--- config.mk ---
export PLATFORM = sky130hd
export DESIGN_NAME = hazard_ctrl
export DESIGN_NICKNAME = d
export VERILOG_FILES = /design/src/rtl/hazard_pkg.sv /design/src/rtl/sat_counter.sv /design/src/rtl/hazard_ctrl.sv
export SDC_FILE = /design/constraint.sdc
export NUM_CORES = 1
export LEC_CHECK = 0
export ABC_AREA = 1
export ABC_CLOCK_PERIOD_IN_PS = 4900
export CAP_MARGIN = 20
export CORE_UTILIZATION = 30
export CTS_CLUSTER_DIAMETER = 80
export DETAILED_ROUTE_END_ITERATION = 8
export PLACE_DENSITY = 0.58
export SLEW_MARGIN = 0
export SYNTH_ARGS = -nofsm -noshare
export SYNTH_HDL_FRONTEND = slang
export SYNTH_SLANG_ARGS = --single-unit
--- constraint.sdc ---
create_clock -name clk_i -period 4.9 [get_ports clk_i]
set_input_delay 0.98 -clock clk_i [delete_from_list [all_inputs] [get_ports clk_i]]
set_output_delay 0.98 -clock clk_i [all_outputs]
set_load 0.005 [all_outputs]
--- src/rtl/hazard_pkg.sv ---
// hazard_pkg
// Shared types and constants for the pipeline hazard controller.
//   state_t       : FSM state encoding (RUN, MD_WAIT, MD_DONE)
//   DEF_*         : default (no-hazard) values of the control outputs
//   MD_CNT_W      : width of the mul/div latency down-counter (MD_LAT <= 255)
package hazard_pkg;

  typedef enum logic [1:0] {
    RUN     = 2'd0,
    MD_WAIT = 2'd1,
    MD_DONE = 2'd2
  } state_t;

  localparam int MD_CNT_W = 8;

  localparam logic DEF_PC_WR        = 1'b1;
  localparam logic DEF_IFID_WR      = 1'b1;
  localparam logic DEF_IFID_FLUSH   = 1'b0;
  localparam logic DEF_IDEX_WR      = 1'b1;
  localparam logic DEF_IDEX_BUBBLE  = 1'b0;
  localparam logic DEF_EXMEM_BUBBLE = 1'b0;
  localparam logic DEF_MD_START     = 1'b0;
  localparam logic DEF_MD_BUSY      = 1'b0;

endpackage

--- src/rtl/sat_counter.sv ---
// sat_counter
// Up-counter that sticks at its all-ones value.
//   clk   : clock
//   clear : synchronous clear, takes priority over inc
//   inc   : count enable
//   count : current value, W bits
module sat_counter #(
  parameter int W = 16
) (
  input  logic         clk,
  input  logic         clear,
  input  logic         inc,
  output logic [W-1:0] count
);

  localparam logic [W-1:0] ONE = {{(W-1){1'b0}}, 1'b1};

  always_ff @(posedge clk) begin
    if (clear) begin
      count <= '0;
    end else if (inc && (count != '1)) begin
      count <= count + ONE;
    end
  end

endmodule

--- src/rtl/hazard_ctrl.sv ---
// hazard_ctrl
// Stall/flush controller for the 5-stage MIPS pipeline: load-use stalls,
// taken-branch flushes in ID, and sequencing of the multi-cycle mul/div unit.
//
// state   | meaning
// --------+-----------------------------------------------------------
// RUN     | normal operation; md > lu > br hazard priority
// MD_WAIT | mul/div running, pipeline held, EX/MEM bubbled
// MD_DONE | one cycle, finished mul/div leaves EX; lu/br apply normally
//
// Ports:
//   clk_i, rst_i                : clock, synchronous active-high reset
//   ID_RS/RT_addr_i, ID_uses_RT_i, ID_branch_taken_i : ID stage info
//   EX_MemRd_i, EX_RT_addr_i, EX_md_req_i             : EX stage info
//   PC_wr_o, IFID_wr_o, IFID_flush_o, IDEX_wr_o, IDEX_bubble_o,
//   EXMEM_bubble_o              : pipeline register controls (combinational)
//   md_start_o, md_busy_o       : mul/div start pulse and busy flag
//   stall_cnt_o                 : saturating count of cycles with PC_wr_o=0
module hazard_ctrl
  import hazard_pkg::*;
#(
  parameter int MD_LAT = 32,
  parameter int CNT_W  = 16
) (
  input  logic             clk_i,
  input  logic             rst_i,
  input  logic [4:0]       ID_RS_addr_i,
  input  logic [4:0]       ID_RT_addr_i,
  input  logic             ID_uses_RT_i,
  input  logic             ID_branch_taken_i,
  input  logic             EX_MemRd_i,
  input  logic [4:0]       EX_RT_addr_i,
  input  logic             EX_md_req_i,
  output logic             PC_wr_o,
  output logic             IFID_wr_o,
  output logic             IFID_flush_o,
  output logic             IDEX_wr_o,
  output logic             IDEX_bubble_o,
  output logic             EXMEM_bubble_o,
  output logic             md_start_o,
  output logic             md_busy_o,
  output logic [CNT_W-1:0] stall_cnt_o
);

  localparam logic [MD_CNT_W-1:0] MD_LOAD = MD_CNT_W'(MD_LAT - 1);

  state_t              state_q, state_d;
  logic [MD_CNT_W-1:0] cnt_q, cnt_d;
  logic                lu_hzd;
  logic                md_hzd;

  // $zero is never a real dependency; rt only counts when ID reads it.
  assign lu_hzd = EX_MemRd_i && (EX_RT_addr_i != 5'd0) &&
                  ((EX_RT_addr_i == ID_RS_addr_i) ||
                   (ID_uses_RT_i && (EX_RT_addr_i == ID_RT_addr_i)));

  // In MD_DONE the finished mul/div is still in EX, so its request is ignored.
  assign md_hzd = (state_q == RUN) && EX_md_req_i;

  always_comb begin
    state_d        = state_q;
    cnt_d          = cnt_q;
    PC_wr_o        = DEF_PC_WR;
    IFID_wr_o      = DEF_IFID_WR;
    IFID_flush_o   = DEF_IFID_FLUSH;
    IDEX_wr_o      = DEF_IDEX_WR;
    IDEX_bubble_o  = DEF_IDEX_BUBBLE;
    EXMEM_bubble_o = DEF_EXMEM_BUBBLE;
    md_start_o     = DEF_MD_START;
    md_busy_o      = DEF_MD_BUSY;

    if (!rst_i) begin
      unique case (state_q)
        RUN, MD_DONE: begin
          if (state_q == MD_DONE) state_d = RUN;
          if (md_hzd) begin
            md_start_o     = 1'b1;
            PC_wr_o        = 1'b0;
            IFID_wr_o      = 1'b0;
            IDEX_wr_o      = 1'b0;
            EXMEM_bubble_o = 1'b1;
            cnt_d          = MD_LOAD;
            state_d        = MD_WAIT;
          end else if (lu_hzd) begin
            PC_wr_o       = 1'b0;
            IFID_wr_o     = 1'b0;
            IDEX_bubble_o = 1'b1;
          end else if (ID_branch_taken_i) begin
            // A branch frozen in ID during mul/div lands here in MD_DONE.
            IFID_flush_o = 1'b1;
          end
        end
        MD_WAIT: begin
          PC_wr_o        = 1'b0;
          IFID_wr_o      = 1'b0;
          IDEX_wr_o      = 1'b0;
          EXMEM_bubble_o = 1'b1;
          md_busy_o      = 1'b1;
          if (cnt_q != '0) cnt_d = cnt_q - 1'b1;
          else             state_d = MD_DONE;
        end
        default: state_d = RUN;
      endcase
    end
  end

  always_ff @(posedge clk_i) begin
    if (rst_i) begin
      state_q <= RUN;
      cnt_q   <= '0;
    end else begin
      state_q <= state_d;
      cnt_q   <= cnt_d;
    end
  end

  sat_counter #(.W(CNT_W)) u_stall_cnt (
    .clk   (clk_i),
    .clear (rst_i),
    .inc   (!PC_wr_o),
    .count (stall_cnt_o)
  );

endmodule

==> flow_summary.json, run 1 <==
{
  "layout_setup_ws_ns": 1.07,
  "cts_root_buffer": "clkbuf_8",
  "first_pass_iters": 4,
  "wl_per_cell_um": 11.2,
  "final_core_util": 0.418,
  "rrSetupSlack_ns": 2.93,
  "netlist_area_um2": 1810,
  "hold_depth": 2,
  "postCtsHoldBufs": 0,
  "finalCritPeriodShare": 0.781,
  "min_from": "cnt_q[7]",
  "status": "finished, final reports clean",
  "synth_warnings": 0,
  "overflow": 0,
  "rows": 27,
  "crit_path_max_incr_delay_ns": 0.55,
  "stdcell_count": 398,
  "fin_nets": 351,
  "m1WireLength_mm": 2.08,
  "crit_top_cell": "nand2_1",
  "p_leak_nw": 0.955,
  "clkTransAtPathRegs_ns": 0.09,
  "antenna_cells": 0,
  "critPathSlowestCell": "clkdlybuf4s50_1",
  "antenna_found_initial": 0,
  "ir_drop_mv": 0.134,
  "startpoint_type": "input port",
  "drv_cap": 0,
  "met2_length_mm": 2.14,
  "route.met3.wl_um": 198,
  "dp_hpwl_mm": 3.37,
  "die-area_um2": 6340,
  "port_buffers": 44,
  "syn_inst": 284,
  "grt_max_degree": 20,
  "cts_buffer_depth": 2,
  "clock-sinks": 26,
  "dp_cells": 394,
  "synth_top_area_share": 0.288,
  "rsz0062_at_grt": "false",
  "synth_cell_types": 28,
  "drive_gt1_frac": 0.0890,
  "multiInputGateArea_um2": 1080,
  "ios": 45,
  "final_common_cell": "nand2_1",
  "path_cells": "clkdlybuf4s50_1 -> inv_2 -> nand2_1 -> nand2_1 -> nor2_1 -> nand3_1 -> nand2_1 -> nand2_1 -> nand2_1 -> buf_4 -> nand2_1 -> clkdlybuf4s50_1",
  "grt_pass1_wl_mm": 8.04,
  "worstSkewPairLatency_ns": 0.28,
  "gp_congestion": 0.859,
  "floorplan.initialDensity": 0.320,
  "die_h_um": 79.6,
  "worstPathRequired_ns": 3.92,
  "critical_path.max_fanout": 19,
  "fin_setup_tns_ns": 0,
  "grt_usage": 0.158,
  "timing.rr.end": "u_stall_cnt.count[14]",
  "post_cts_buffers": 0,
  "core_um2": 5640,
  "cts_resized": 0,
  "cts_tree": "built",
  "fin_worst_skew_ns": 0.00942,
  "setup_viol": 0,
  "ys_seq_elements": 26,
  "cp_data_arrival_time_ns": 2.85,
  "syn_to_final_growth_pct": 30.6,
  "critical_path_class": "in -> out",
  "synth_area_leaders": "dfxtp_1, nand2_1, nor2_1",
  "htree_levels": 1,
  "die_w_um": 79.6,
  "hold_viol_final": 0,
  "synth-seq-area-share": 0.288,
  "powerDensity_nw_per_um2": 218,
  "hold-path-endpoint": "cnt_q[7]",
  "postLayoutCellArea_um2": 2360,
  "drtAntennaViolNets": 0,
  "final_cell_mix": "nand2_1, clkdlybuf4s50_1, nor2_1, inv_1, dfxtp_1",
  "slew_headroom": 0.543,
  "viasPerCell": 4.72,
  "wirelength_mm": 4.46,
  "hold_path.class": "reg -> reg",
  "drc": 0,
  "dr.max_layer_used": "met4",
  "syn-num-nets": 308,
  "vias": 1880,
  "grt_pass1_vias": 1812,
  "worst_pin_slew_ns": 0.684,
  "max_freq_ghz": 0.261,
  "ff_latch_area_um2": 520,
  "syn_area_per_cell_um2": 6.37,
  "cts_buffers": 3,
  "period_needed_ns": 3.83,
  "placedInstanceArea_um2": 2310,
  "slew_viol_final": 0,
  "ff2ff_path_depth": 9,
  "synth_top_area_cell": "dfxtp_1",
  "fill_cells": 583,
  "dpl_worst_slack_ns": 1.05,
  "first_iter_violations": 83,
  "cp-end-kind": "primary output",
  "regToRegStartpoint": "u_stall_cnt.count[1]"
}
cells by family after synthesis:
logic type,synth area share
simple gates,0.408
fa+ha+maj,0.0208
compound gates,0.100
xor+xnor,0.0678
buf+inv,0.116
flops,0.288
how the worst max path moves through the flow:
stage	start	endpoint	slack, ns	depth (start not counted)
6_report	EX_RT_addr_i[4]	IFID_wr_o	1.07	12
5_1_grt	EX_RT_addr_i[4]	IFID_wr_o	0.86	12
4_1_cts	EX_RT_addr_i[4]	IFID_wr_o	1.05	12
3_5_place_dp	EX_RT_addr_i[4]	IFID_wr_o	1.05	12
3_3_place_gp	EX_RT_addr_i[4]	PC_wr_o	1.06	12
2_1_floorplan	rst_i	PC_wr_o	1.94	5
metal layers:
metal  vias up  global-route usage
met1       842               0.189
met2        42               0.283
li1        989                   -
met5         -                   0
met4         0              0.0364
met3         7              0.0354
synth_stat cells:
cell,count
buf_6,1
buf_4,3
buf_2,2
o21ai_0,6
nand3_4,1
nand4_1,18
nor3_1,2
ha_1,3
nand2_2,1
nand3b_1,2
a21oi_2,10
xor2_1,11
nand3_2,1
nand2_1,80
a31oi_1,3
nor3_2,2
a21oi_1,9
clkbuf_1,3
nor2_1,37
xnor2_1,3
nor4_1,1
inv_1,35
nand3_1,15
and2_1,1
nor2_4,1
dfxtp_1,26
nor3b_1,1
inv_2,6
metrics by stage:
stage          hold WS [ns]  total power, W
2_1_floorplan         0.445        0.000322
3_3_place_gp          0.456        0.000371
3_5_place_dp          0.460        0.000372
4_1_cts               0.473        0.000519
5_1_grt               0.502        0.000547
6_report              0.470        0.000514
flip-flops by register name (all words and copies together) (netlist names):
name,count
cnt_q,8
state_q,2
u_stall_cnt.count,16
report_power, final:
group	switching (W)	leakage (nW)	internal, W	total, W
registers	0.00000976	0.212	0.000222	0.000232
logic	0.0000764	0.715	0.0000594	0.000136
clock network	0.0000747	0.0288	0.0000721	0.000147
cell type report:
cell class              count  area share
multi-input cells         208       0.457
well taps                  72      0.0382
flip-flops and latches     26       0.220
repair buffers             47       0.196
inverters                  41      0.0652
clock buffers               4      0.0233
critical path, delay by kind of cell:
kind                   cells  cell delay, ns
AND/OR/NAND/NOR            8            0.57
buffers and inverters      4            1.28
No activity file was read; power rests on OpenSTA's default activity.
==> inputs of run 2 (changes only) <==
- ABC_CLOCK_PERIOD_IN_PS: 4900 -> 3600
- clock period: 4.9 -> 3.6 ns (I/O delays scaled with it)
==> run 2 against run 1 <==
  * Non-clock buffer count rose by 2
  * Critical path type unchanged
  * Clock-buffer cell count fell by 1
  * Sequential share of layout area fell by 0.29 points
  * Cell count rose by 0.50%
  * Combinational power rose by 38%
  * Core utilization rose by 0.55 points
==> flow_summary.json, run 2 (synthesized netlist as in run 1, its figures left out) <==
{
  "status": "finished, final reports clean",
  "fin_nets": 353,
  "wl_per_cell_um": 11.1,
  "final_cell_mix": "nand2_1, clkdlybuf4s50_1, nor2_1, inv_1, dfxtp_1",
  "fin_worst_skew_ns": 0.0123,
  "powerDensity_nw_per_um2": 314,
  "layout_setup_ws_ns": 0.316,
  "gp_congestion": 0.855,
  "overflow": 0,
  "wirelength_mm": 4.43,
  "post_cts_buffers": 0,
  "first_pass_iters": 4,
  "finalCritPeriodShare": 0.912,
  "drv_cap": 0,
  "cts_root_buffer": "clkbuf_8",
  "rsz0062_at_grt": "false",
  "route.met3.wl_um": 160,
  "startpoint_type": "input port",
  "postCtsHoldBufs": 0,
  "cts_buffer_depth": 2,
  "critical_path.max_fanout": 3,
  "cts_buffers": 3,
  "drive_gt1_frac": 0.0945,
  "slew_headroom": 0.739,
  "antenna_found_initial": 0,
  "reg.largest.list": "u_stall_cnt.count x16, cnt_q x8, state_q x2",
  "antenna_cells": 0,
  "grt_max_degree": 19,
  "cts_tree": "built",
  "clkTransAtPathRegs_ns": 0.09,
  "die_h_um": 79.6,
  "m1WireLength_mm": 2.17,
  "rows": 27,
  "die-area_um2": 6340,
  "syn_to_final_growth_pct": 32.3,
  "viasPerCell": 4.59,
  "met2_length_mm": 2.07,
  "dpl_worst_slack_ns": 0.299,
  "worst_pin_slew_ns": 0.390,
  "cp-end-kind": "primary output",
  "critical_path_class": "in -> out",
  "core_um2": 5640,
  "dr.max_layer_used": "met4",
  "cp_data_arrival_time_ns": 2.56,
  "clock-sinks": 26,
  "final_common_cell": "nand2_1",
  "cts_resized": 0,
  "fill_cells": 588,
  "grt_usage": 0.150,
  "ios": 45,
  "drc": 0,
  "hold_viol_final": 0,
  "htree_levels": 1,
  "largest_register_ff_count": 16,
  "top_register": "u_stall_cnt.count",
  "port_buffers": 44,
  "hold_path.class": "reg -> reg",
  "worstPathRequired_ns": 2.88,
  "first_iter_violations": 104,
  "worstSkewPairLatency_ns": 0.28,
  "grt_pass1_wl_mm": 7.60,
  "drtAntennaViolNets": 0,
  "p_leak_nw": 0.972,
  "max_freq_ghz": 0.305,
  "vias": 1835,
  "fin_setup_tns_ns": 0,
  "die_w_um": 79.6,
  "setup_viol": 0,
  "ir_drop_mv": 0.190,
  "period_needed_ns": 3.28,
  "slew_viol_final": 0,
  "floorplan.initialDensity": 0.320,
  "grt_pass1_vias": 1711,
  "dp_hpwl_mm": 3.41
}
run 2: cell type report:
cell class,count,area [µm²],share of cell area
Timing Repair Buffer,49,478,0.200
Sequential cell,26,520,0.218
Inverter,41,154,0.0643
Clock buffer,3,41.3,0.0173
Multi-Input combinational cell,208,1080,0.451
Clock inverter,1,30.0,0.0126
Tap cell,72,90.1,0.0377
run 2: through the flow:
step,instances,power [W],instance area (µm²),utilization,hold slack [ns]
after global placement,396,0.000509,2320,0.411,0.457
after detailed placement,396,0.000509,2320,0.411,0.465
after global routing,400,0.000796,2390,0.424,0.492
after floorplan,284,0.000438,1810,-,0.445
after CTS,400,0.000758,2390,0.424,0.478
final,400,0.000752,2390,0.424,0.477
run 2: where the power goes:
part | total [W] | internal [W] | switching [W]
combinational | 0.000188 | 0.0000833 | 0.000105
sequential | 0.000315 | 0.000302 | 0.0000130
clock | 0.000249 | 0.000149 | 0.0000997
run 2: layer usage:
metal / up-vias / global-route usage
li1: 990 / -
met1: 810 / 0.187
met2: 33 / 0.263
met3: 2 / 0.0286
met4: 0 / 0.0364
met5: - / 0
run 2: path summary, 6_finish.rpt:
kind | start | end | slack (ns) | cells after the start
worst max-delay path | EX_RT_addr_i[3] | IFID_flush_o | 0.32 | 9
worst min-delay path | cnt_q[7] | cnt_q[7] | 0.48 | 2
worst max register to register | u_stall_cnt.count[1] | u_stall_cnt.count[15] | 1.60 | 9
worst min register to register | cnt_q[7] | cnt_q[7] | 0.48 | 2
run 2: critical path: stages:
cell	delay, ns
clkdlybuf4s50_1	0.45
inv_2	0.09
nand4_1	0.10
o21ai_0	0.15
inv_1	0.06
nand2_1	0.09
nand2_1	0.08
nor3b_1	0.26
clkdlybuf4s50_1	0.56
==> inputs of run 3 (changes only) <==
--- a/config.mk
+++ b/config.mk
@@ -9,8 +9,8 @@
 export ABC_CLOCK_PERIOD_IN_PS = 3600
 export CAP_MARGIN = 20
-export CORE_UTILIZATION = 30
+export CORE_UTILIZATION = 45
 export CTS_CLUSTER_DIAMETER = 80
 export DETAILED_ROUTE_END_ITERATION = 8
-export PLACE_DENSITY = 0.58
+export PLACE_DENSITY = 0.79
 export SLEW_MARGIN = 0
 export SYNTH_ARGS = -nofsm -noshare
==> constraint.sdc (replaced) <==
create_clock -name clk_i -period 3.6 [get_ports clk_i]
set_input_delay 0.72 -clock clk_i [delete_from_list [all_inputs] [get_ports clk_i]]
set_output_delay 0.72 -clock clk_i [all_outputs]
set_load 0.05 [all_outputs]
==> run 3 against run 2 <==
  * Global-route usage grew 7.4 points
  * Power shrank 2.1%
  * Core utilization grew 21 points
  * Sequential cell count is the same
  * Via count grew 3.2%
  * Worst hold slack lost 0.0054 ns
  * Critical path depth grew 3
==> flow_summary.json, run 3 (synthesized netlist as in run 1, its figures left out) <==
{
  "syn_to_final_growth_pct": 31.3,
  "cts_tree": "built",
  "antenna_cells": 0,
  "period_needed_ns": 3.10,
  "cts_buffer_depth": 2,
  "slew_viol_final": 0,
  "vias": 1894,
  "antenna_found_initial": 0,
  "power_frac_seq": 0.429,
  "drive_gt1_frac": 0.113,
  "first_pass_iters": 4,
  "cts_resized": 0,
  "rows": 22,
  "die_h_um": 65.4,
  "core_um2": 3740,
  "slew_headroom": 0.660,
  "drtAntennaViolNets": 0,
  "status": "finished, final reports clean",
  "power.switching_w": 0.000249,
  "p_clk_frac": 0.266,
  "grt_pass1_wl_mm": 7.52,
  "die-area_um2": 4280,
  "overflow": 0,
  "setup_viol": 0,
  "finalCritPeriodShare": 0.862,
  "p_total_w": 0.000736,
  "p_leak_nw": 0.983,
  "max_freq_ghz": 0.322,
  "grt_usage": 0.224,
  "grt_pass1_vias": 1751,
  "clkTransAtPathRegs_ns": 0.09,
  "dp_cells": 370,
  "worstPathRequired_ns": 2.88,
  "post_cts_buffers": 0,
  "first_iter_violations": 117,
  "p_comb_frac": 0.305,
  "powerDensity_nw_per_um2": 310,
  "wl_per_cell_um": 11.5,
  "fin_nets": 351,
  "hold_path.class": "reg -> reg",
  "cp_data_arrival_time_ns": 2.38,
  "critical_path_class": "in -> out",
  "grt_max_degree": 20,
  "stdcell_count": 374,
  "hold_viol_final": 0,
  "worst_pin_slew_ns": 0.508,
  "timing.hold.ws_ns": 0.472,
  "placedInstanceArea_um2": 2320,
  "postLayoutCellArea_um2": 2370,
  "reg.largest.list": "u_stall_cnt.count x16, cnt_q x8, state_q x2",
  "switching_share": 0.338,
  "postCtsHoldBufs": 0,
  "fin_setup_tns_ns": 0,
  "final_common_cell": "nand2_1",
  "clock-sinks": 26,
  "fin_worst_skew_ns": 0.0113,
  "p_int_w": 0.000488,
  "port_buffers": 44,
  "cp-end-kind": "primary output",
  "ir_drop_mv": 0.287,
  "floorplan.initialDensity": 0.483,
  "drc": 0,
  "gp_congestion": 0.880,
  "critical_path.max_fanout": 19,
  "startpoint_type": "input port",
  "largest_register_ff_count": 16,
  "cts_root_buffer": "clkbuf_8",
  "final_cell_mix": "nand2_1, nor2_1, clkdlybuf4s50_1, inv_1, dfxtp_1",
  "viasPerCell": 5.06,
  "ios": 45,
  "top_register": "u_stall_cnt.count",
  "cts_buffers": 3,
  "drv_cap": 0,
  "htree_levels": 1,
  "rsz0062_at_grt": "false",
  "wirelength_mm": 4.30,
  "die_w_um": 65.4,
  "dp_hpwl_mm": 3.30,
  "worstSkewPairLatency_ns": 0.28
}
==> run 3: cell count changes in the layout (fill, tap and decap cells not counted) <==
cell | previous run | this run
clkbuf_8 | 3 | 4
bufinv_16 | 1 | 0
clkdlybuf4s50_1 | 44 | 36
buf_12 | 0 | 5
buf_4 | 5 | 6
==> run 3: layout make-up <==
class | count | area (µm²)
clock buffer | 4 | 55.1
fill | 353 | 1370
inverter | 41 | 154
multi-input combinational | 208 | 1080
sequential | 26 | 520
tap | 48 | 60.1
timing repair buffer | 47 | 505
==> run 3: final timing paths <==
path | start | endpoint | slack, ns | cells after the start
setup reg to reg | u_stall_cnt.count[1] | u_stall_cnt.count[14] | 1.67 | 9
setup / recovery | EX_RT_addr_i[2] | IFID_wr_o | 0.50 | 12
hold / removal | cnt_q[7] | cnt_q[7] | 0.47 | 2
hold reg to reg | cnt_q[7] | cnt_q[7] | 0.47 | 2
==> run 3: metal layers <==
layer | wire length (µm) | vias up | GRT usage | share of wire
met5 | 0 | - | 0 | 0
met4 | 53 | 0 | 0.0788 | 0.012
met3 | 234 | 6 | 0.0469 | 0.054
met2 | 2150 | 47 | 0.393 | 0.50
met1 | 1860 | 846 | 0.267 | 0.43
li1 | - | 995 | - | -
==> run 3: power by group through the flow <==
stage / Sequential [W] / Combinational [W] / Clock, W
2_1_floorplan: 0.000326 / 0.000146 / 0
4_1_cts: 0.000315 / 0.000225 / 0.000199
6_report: 0.000316 / 0.000224 / 0.000196
3_3_place_gp: 0.000321 / 0.000221 / 0
3_5_place_dp: 0.000322 / 0.000225 / 0
5_1_grt: 0.000318 / 0.000249 / 0.000211
==> run 3: stage by stage <==
stage	util	setup slack [ns]
floorplan	-	0.245
global placement	0.619	0.574
detailed placement	0.619	0.512
CTS	0.634	0.509
global route	0.634	0.320
finish	0.634	0.498
==> run 3: worst max-delay path, cell delays in order <==
cell	delay, ns
clkdlybuf4s50_1	0.55
inv_2	0.05
nand2_1	0.05
nand2_1	0.05
nor2_1	0.10
nand3_1	0.08
nand2_1	0.07
nand2_1	0.07
nand2_1	0.09
buf_4	0.23
nand2_1	0.11
buf_4	0.20
==> RTL edit (config.mk and constraints of run 3) <==
`CNT_W`: 16 -> 12.
--- a/src/rtl/hazard_ctrl.sv
+++ b/src/rtl/hazard_ctrl.sv
@@ -20,7 +20,7 @@
   import hazard_pkg::*;
 #(
   parameter int MD_LAT = 32,
-  parameter int CNT_W  = 16
+  parameter int CNT_W  = 12
 ) (
   input  logic             clk_i,
   input  logic             rst_i,
Interface: changed (resized stall_cnt_o); port bits go from 45 to 41. The function was not compared with the original's and may differ.
==> RTL edit against run 3 <==
- sequential cell count decreased by 4
- synthesized area decreased by 21%
- worst setup slack improved by 95 ps
- routed wire length decreased by 23%
- sequential share of layout area increased by 0.68 points
- via count decreased by 22%
- worst hold slack improved by 31 ps
- clock skew decreased by 9.8 ps
- total power decreased by 5.0%
- final area decreased by 18%
- critical path depth decreased by 1
- largest cell class unchanged
==> RTL edit: results <==
[yosys]
synth_seq_area_share_pct = 30.7
syn-num-nets = 240
synth.area.top_cells = "dfxtp_1 (31%), nand2_1 (14%), nand3_1 (7.7%), a21oi_1 (5.9%), nor2_1 (5.2%)"
synthTopCellsByCount = "nand2_1 (54), dfxtp_1 (22), nand3_1 (22)"

[final_layout]
top_regs = "u_stall_cnt.count (12), cnt_q (8), state_q (2)"
fill_cells = 285
drive_above_1_share_pct = 12.9
fin_cells = 300
fin_nets = 281
regArea_um2 = 440

[sta]
slew_headroom_pct = 66.5
final.setup_skew_ps = 1.52
whs_ps = 503

[clock_network]
cts_root_buffer = "clkbuf_4"
cts.clk_slew.worst_paths_ps = 130
clk_latency_ps = 310

[grt]
grt_max_degree = 16
gr-usage-all-layers_pct = 20.9
grt_pass1_vias = 1366

[critical_path]
r2r_slack_ps = 1840
slowest_delay_ps = 520
rr_worst_depth = 8
rr_startpoint = "u_stall_cnt.count[2]"
r2r-end = "u_stall_cnt.count[2]"
path_max_fanout = 15
cp.arrival_ps = 2290

[pwr]
p_sw_share_pct = 33.4
peakVddDrop_mv = 0.267
power.leakage_nw = 0.834

[place]
place_congestion = 0.900
hpwl_um = 2490
io_buffers = 40
placed_area_um2 = 1900

[drt]
dr_total_vias = 1470
routed_wl_um = 3320
drtIter0Drc = 70

[run_status]
outcome = "finished clean"
RTL edit: per-layer routing:
layer	track usage, %	up-vias	wire (um)
met5	0	-	0
met4	5.10	0	27
met3	2.86	4	174
met2	36.0	38	1580
met1	27.7	656	1540
li1	-	772	-
RTL edit: kinds of logic after synthesis:
group                    after synthesis  share of synthesized area (%)
buffers and inverters                 32                           9.51
flip-flops                            22                           30.7
adder cells (fa/ha/maj)                3                           2.62
XOR/XNOR                              16                           9.77
AND/OR/NAND/NOR                      118                           38.4
AO/OA/AOI/OAI                         25                           8.99
RTL edit: worst max-delay path by stage:
stage	slack [ps]	to	cells past startpoint
2_1_floorplan	160	PC_wr_o	7
3_3_place_gp	630	IFID_wr_o	11
3_5_place_dp	600	IFID_wr_o	11
4_1_cts	600	IFID_wr_o	11
5_1_grt	470	IFID_wr_o	11
6_report	590	IFID_wr_o	11
RTL edit: power by group through the flow:
| stage | clock network (mW) | logic, mW | registers [mW] |
|---|---|---|---|
| finish | 0.193 | 0.232 | 0.275 |
| global route | 0.204 | 0.255 | 0.278 |
| CTS | 0.197 | 0.232 | 0.275 |
| detailed placement | 0 | 0.232 | 0.280 |
| global placement | 0 | 0.227 | 0.280 |
| floorplan | 0 | 0.148 | 0.286 |
RTL edit: critical path: cells and delay by family:
family                 cells  cell delay (ps)
buffers and inverters      4              880
AND/OR/NAND/NOR            7              690
RTL edit: final cells by class:
type                    count  area share (%)
well taps                  44            2.83
flip-flops and latches     22            22.6
repair buffers             42            22.9
clock inverters             1            1.54
multi-input cells         162            44.0
clock buffers               3            1.16
inverters                  26            5.01
